File: src/rtl/mul_seq_ctrl.sv
// Sequencer for the repeated-addition multiplier: takes A then B over a
// valid/ready stream, steps the datapath until B hits zero, then reports the product.
module mul_seq_ctrl #(
  parameter int WIDTH = 16
) (
  input  logic             clk_i,
  input  logic             rst_i,
  input  logic             start_i,
  input  logic             op_valid_i,
  input  logic [WIDTH-1:0] op_data_i,
  output logic             op_ready_o,
  output logic [WIDTH-1:0] data_out_o,
  output logic             ldA_o,
  output logic             ldB_o,
  output logic             ldP_o,
  output logic             clrP_o,
  output logic             decB_o,
  input  logic             eqZ_i,
  input  logic [WIDTH-1:0] prod_in_i,
  output logic             busy_o,
  output logic             done_o,
  output logic [WIDTH-1:0] result_o,
  output logic             ovf_o,
  output logic [WIDTH-1:0] iter_cnt_o
);

  typedef enum logic [2:0] {S_IDLE, S_GET_A, S_GET_B, S_ADD, S_DONE} state_e;

  state_e           state_q, state_d;
  logic [WIDTH-1:0] a_q, a_d;
  logic [WIDTH-1:0] iter_q, iter_d;
  logic             ovf_int_q, ovf_int_d;
  logic [WIDTH-1:0] result_q, result_d;
  logic             ovf_q, ovf_d;
  logic [WIDTH-1:0] iter_cnt_q, iter_cnt_d;

  logic             xfer;
  logic [WIDTH-1:0] add_sum;
  logic             add_carry;

  // Mirror of the datapath adder: a wrapped sum smaller than an addend means carry-out.
  assign add_sum   = prod_in_i + a_q;
  assign add_carry = add_sum < a_q;

  assign op_ready_o = (state_q == S_GET_A) || (state_q == S_GET_B);
  assign xfer       = op_valid_i && op_ready_o;
  assign busy_o     = (state_q != S_IDLE);
  assign done_o     = (state_q == S_DONE);
  assign result_o   = result_q;
  assign ovf_o      = ovf_q;
  assign iter_cnt_o = iter_cnt_q;

  always_comb begin
    state_d    = state_q;
    a_d        = a_q;
    iter_d     = iter_q;
    ovf_int_d  = ovf_int_q;
    result_d   = result_q;
    ovf_d      = ovf_q;
    iter_cnt_d = iter_cnt_q;
    data_out_o = '0;
    ldA_o      = 1'b0;
    ldB_o      = 1'b0;
    ldP_o      = 1'b0;
    clrP_o     = 1'b0;
    decB_o     = 1'b0;
    case (state_q)
      S_IDLE: if (start_i) state_d = S_GET_A;
      S_GET_A: if (xfer) begin
        data_out_o = op_data_i;
        ldA_o      = 1'b1;
        a_d        = op_data_i;
        state_d    = S_GET_B;
      end
      S_GET_B: if (xfer) begin
        data_out_o = op_data_i;
        ldB_o      = 1'b1;
        clrP_o     = 1'b1;
        iter_d     = '0;
        ovf_int_d  = 1'b0;
        state_d    = S_ADD;
      end
      S_ADD: if (eqZ_i) begin
        result_d   = prod_in_i;
        ovf_d      = ovf_int_q;
        iter_cnt_d = iter_q;
        state_d    = S_DONE;
      end else begin
        ldP_o     = 1'b1;
        decB_o    = 1'b1;
        iter_d    = iter_q + WIDTH'(1);
        ovf_int_d = ovf_int_q | add_carry;
      end
      S_DONE:  state_d = S_IDLE;
      default: state_d = S_IDLE;
    endcase
  end

  always_ff @(posedge clk_i) begin
    if (rst_i) begin
      state_q    <= S_IDLE;
      a_q        <= '0;
      iter_q     <= '0;
      ovf_int_q  <= 1'b0;
      result_q   <= '0;
      ovf_q      <= 1'b0;
      iter_cnt_q <= '0;
    end else begin
      state_q    <= state_d;
      a_q        <= a_d;
      iter_q     <= iter_d;
      ovf_int_q  <= ovf_int_d;
      result_q   <= result_d;
      ovf_q      <= ovf_d;
      iter_cnt_q <= iter_cnt_d;
    end
  end

endmodule

File: config.mk
export PLATFORM = sky130hd
export DESIGN_NAME = mul_seq_ctrl
export DESIGN_NICKNAME = d
export VERILOG_FILES = /design/src/rtl/mul_seq_ctrl.sv
export SDC_FILE = /design/constraint.sdc
export NUM_CORES = 1
export LEC_CHECK = 0
export ABC_AREA = 0
export ABC_CLOCK_PERIOD_IN_PS = 3360
export CAP_MARGIN = 30
export CORE_MARGIN = 1
export CORE_UTILIZATION = 45
export DETAILED_ROUTE_END_ITERATION = 7
export PLACE_DENSITY = 0.8
export SLEW_MARGIN = 40
export SYNTH_ARGS = -nofsm -noshare
export SYNTH_HDL_FRONTEND = slang
export SYNTH_SLANG_ARGS = --single-unit
File: constraint.sdc
create_clock -name clk_i -period 3.36 [get_ports clk_i]
set_input_delay 1.008 -clock clk_i [delete_from_list [all_inputs] [get_ports clk_i]]
set_output_delay 1.008 -clock clk_i [all_outputs]
set_load 0.005 [all_outputs]
== Word-level counts from Yosys, hierarchy flattened ==
Cells that the tools add are included.
Cells by class
  $add $sub $neg: 2
  $mul: 0
  divide/modulo/power cells: 0
  $lt $le $gt $ge: 1
  equality and inequality tests: 9
  shift operators: 0
  muxes and demuxes: 18
  bitwise gates (word level): 1
  reduce and logical (&&, ||, !) cells: 10
Operator list (number)
  16-bit 2-to-1 mux: 4
  16-bit case mux with 2 select lines: 1
  16-bit by 1-bit adder with 16-bit output (second input constant): 1
  16-bit adder: 1
  16-bit < comparator: 1
  3-bit 2-to-1 mux: 4
  3-bit case mux with 4 select lines: 1
  2-bit inequality test (second input constant): 5
  1-bit 2-to-1 mux: 7
  3-bit by 2-bit == test with 1-bit output (second input constant): 2
  2-bit AND reduction: 2
  4-bit AND reduction: 1
  3-bit by 1-bit == test with 1-bit output (second input constant): 1
  3-bit == test (second input constant): 1
  3-bit zero test: 1
  3-bit AND reduction: 1
  3-bit nonzero test: 1
  1-bit case mux with 2 select lines: 1
  2-bit nonzero test: 1
  2-bit OR reduction: 1
  1-bit logical AND: 1
  1-bit logical OR: 1
  1-bit OR: 1
Storage, ports and cells
  bits in registers: 69
  latch bits: 0
  RAM bits: 0
  ROM bits: 0
  input bits: 37
  word-level logic and storage cells: 48
  memories kept: 0

== Longest topological paths before layout ==
  depth after elaboration: 5
  gate-level depth with buffers: 14
  gate-level depth less buffers: 14

== Worst setup path after synthesis ==
Ideal clock, no wire load.
  path type: input -> register
  from: input prod_in_i[1]
  to: register ovf_int_q
  library setup time: 75 ps
  data arrival time: 3151 ps
  path slack: 135 ps
  cell stages on the path: 13
  path through: inv_1 > fa_1 > nand2b_1 > a21oi_1 > nor2_2 > o21ai_2 > a31oi_1 > xnor2_1 > ha_1 > nor2b_1 > o21ai_0 > nand4_1 > o22ai_1
Between the ends
  longest elaborated chain between the ends: 5
Ends and longest elaborated chain
  start, declared: line 19  | input logic [WIDTH-1:0] prod_in_i,
  16-bit adder: line 42  | assign add_sum = prod_in_i + a_q;
  16-bit < comparator: line 43  | assign add_carry = add_sum < a_q;
  1-bit OR: line 92  | ovf_int_d = ovf_int_q | add_carry;
  1-bit 2-to-1 mux: line 83  | S_ADD: if (eqZ_i) begin
  1-bit case mux with 2 select lines: line 67  | case (state_q)
  end signal, assigned: line 112  | ovf_int_q <= ovf_int_d;
  end, declared: line 32  | logic ovf_int_q, ovf_int_d;
No other way between the ends. The select of a mux whose other input is x is not followed.
A chain may end at the register's enable or synchronous reset.

== Final worst setup path ==
  from: input op_valid_i
  to: output ldA_o
Between the ends
  longest elaborated chain between the ends: 3
Ends and longest elaborated chain
  start, declared: line 9  | input logic op_valid_i,
  1-bit logical AND: line 46  | assign xfer = op_valid_i && op_ready_o;
  1-bit 2-to-1 mux: line 69  | S_GET_A: if (xfer) begin
  1-bit 2-to-1 mux: line 67
  end, declared: line 13  | output logic ldA_o,
No other way between the ends.

==> out/qor.yml <==
status: "finished clean"
io_buffers: 93
clk_pin_slew_worst_paths_ps: 70
vias: 3804
drive_gt1_frac: 0.1517
cts_buffers: 9
die_w_um: 93.95
drc: 0
dr.pass1.iters: 4
timing.final.max_slew_violations: 0
power_uw: 1839
synth.distinct_cells: 54
critPathArrivalTime_ps: 2280
maxCapViolations: 0
timing.rr.end: "ovf_int_q"
drtAntennaViolNets: 0
grt_overflow_total: 0
cp_max_fo: 3
slew_headroom: 0.6776
synth_compound_area_frac: 0.1628
multi_input_area_um2: 2333
finalInstanceArea_um2: 5420
synth_cells: 482
area_delta_synth_final_pct: 42.45
wl_per_cell_um: 14.37
setup_viol: 0
die_y_um: 93.95
ys_seq_elements: 69
initial_core_util: 0.4631
syn-cell-area_um2: 3805
hp-class: "register to register"
synth_most_common_cell: "nand2_1"
cts_buffer_depth: 2
yosys.area_share.adder: 0.1006
antenna_found_initial: 0
fin_skew_ps: 11.17
power.density_nw_per_um2: 339.3
syn_nets: 549
async_flop_share: 0
grt_usage: 0.2367
yosys_warnings: 0
synthTopCellsByArea: "dfxtp_1 (36%), nand2_1 (11%), ha_1 (9.5%)"
yosys-top-cells-count: "nand2_1 (111), dfxtp_1 (69), a21oi_1 (66)"
min_path_cells: 2
synth_edf_count: 0
regArea_um2: 1381
worstSkewPairLatency_ps: 360
endpoint_kind: "output pin"
cts_tree: "built"
ctsHtreeMaxLevel: 3
grt_max_degree: 35
nNetsFinal: 675
worst_slew_pin_slew_ps: 483.6
yosysTopAreaCell: "dfxtp_1"
grt_pass1_wl_um: 16220
post-route-min-period_ps: 3285
ys_seq_area_frac: 0.3630
yosys.area_share.xor_xnor: 0.06215
syn_area_per_cell_um2: 7.894
synthSimpleGateAreaFrac: 0.2496
grt_pass1_vias: 3417
synth_mux_area_frac: 0.005261
holdWs_ps: 456.4
place_hpwl_um: 7463
nFillCells: 669
peakVddDrop_mv: 0.1924
reg2regPathDepth: 13
period_share: 0.9777
clock_sinks: 69
routed_wl_um: 10320
drtIter0Drc: 176
netlist.area_leader.share: 0.3630
synth_top_family_by_area: "simple AND/OR/NAND/NOR gates"
placed_cell_area_um2: 5082
hold_start: "result_o[10]"
r2r-start: "a_q[2]"
die_area_um2: 8827
hold_buffers: 0
fp.coreArea_um2: 8217
synth-main-ff-cell: "dfxtp_1"
p_leak_uw: 0.002165
max_clock_freq_mhz: 304.4
rrSetupSlack_ps: 610
via_per_inst: 5.298
diodes: 0
crit_path_start_kind: "input port"
gp_congestion: 0.8764
ioPinCount: 94
required_ps: 2350
crit_type: "input port to output pin"
root_buffer: "clkbuf_8"
num_rows: 33
hold_end: "result_o[10]"
hold_violations: 0
critical path, cell delays in order:
cell             delay [ps]
dlygate4sd2_1           270
nand3b_1                100
or2_2                   330
clkinv_1                 70
clkdlybuf4s50_1         500
report_power, final:
part,internal (uW),switching (uW)
clock network,270,346
registers,829,16.6
logic,202,177
final cells by class:
class / count / share of cell area
clock buffers: 9 / 0.02285
well taps: 105 / 0.02424
multi-input cells: 365 / 0.4305
clock inverters: 7 / 0.009464
repair buffers: 143 / 0.2442
inverters: 20 / 0.01385
flip-flops and latches: 69 / 0.2548
logic make-up (layout without fill, tap and decap cells):
| family | Yosys count | after routing |
|---|---|---|
| AND/OR/NAND/NOR | 201 | 201 |
| adder cells (fa/ha/maj) | 30 | 30 |
| flip-flops | 69 | 69 |
| AO/OA/AOI/OAI | 105 | 105 |
| XOR/XNOR | 27 | 27 |
| buffers and inverters | 48 | 179 |
| multiplexers | 2 | 2 |
sequential cells by signal (all words and copies together), names as in the netlist:
register / flops
a_q: 16
iter_cnt_o: 16
iter_q: 16
ovf_int_q: 1
ovf_o: 1
result_o: 16
state_q: 3
worst max path at each step:
| stage | slack, ps | start | endpoint | depth (start not counted) |
|---|---|---|---|---|
| final | 80 | op_valid_i | ldA_o | 5 |
| after detailed placement | -650 | prod_in_i[1] | ovf_int_q | 14 |
| after CTS | -150 | prod_in_i[1] | ovf_int_q | 14 |
| after global placement | -540 | prod_in_i[1] | ovf_int_q | 15 |
| after global routing | -10 | prod_in_i[1] | ovf_int_q | 14 |
| after floorplan | 130 | prod_in_i[1] | ovf_int_q | 13 |
placed cells by master, fill, tap and decap left out, types with 5 or more instances in the layout:
cell             Yosys  final
dlymetal6s2s_1       0      8
buf_4                3     49
nand2_1            111    110
and3_1              21     21
ha_4                 0      5
nor2_1              23     23
dfxtp_1             69     69
o21ai_0              9      7
xor2_1              14     14
a21o_1               6      6
a21oi_1             66     62
nor2b_1              5      5
nand4_1             12     12
clkbuf_8             0      9
ha_1                29     23
xnor2_1             13     13
clkdlybuf4s50_1      0     83
inv_1               19     19
metrics by stage:
step / setup TNS [ps] / setup WS (ps) / utilization / std cells
after floorplan: 0 / 134.7 / - / 482
after global placement: -1501 / -540.7 / 0.6185 / 700
after detailed placement: -1776 / -653.2 / 0.6185 / 700
after CTS: -154.7 / -154.7 / 0.6420 / 716
after global routing: -12.82 / -12.82 / 0.6597 / 718
final: 0 / 75.06 / 0.6597 / 718
what timing repair did:
action | CTS | global route
cloned | 0 | 0
pin swaps | 0 | 14
endpoints found under the setup margin | 17 | 1
gates resized for setup | 5 | 27
hold endpoints to repair | 0 | 0
buffers inserted | 0 | 2
metal layers:
layer / global-route usage / up-vias / wire length, um
met5: 0 / - / 0
met4: 0.1026 / 0 / 262
met3: 0.04369 / 23 / 531
met2: 0.3905 / 104 / 4913
met1: 0.3001 / 1772 / 4607
li1: - / 1905 / -
Note: power is estimated with default switching activity, not from simulation.
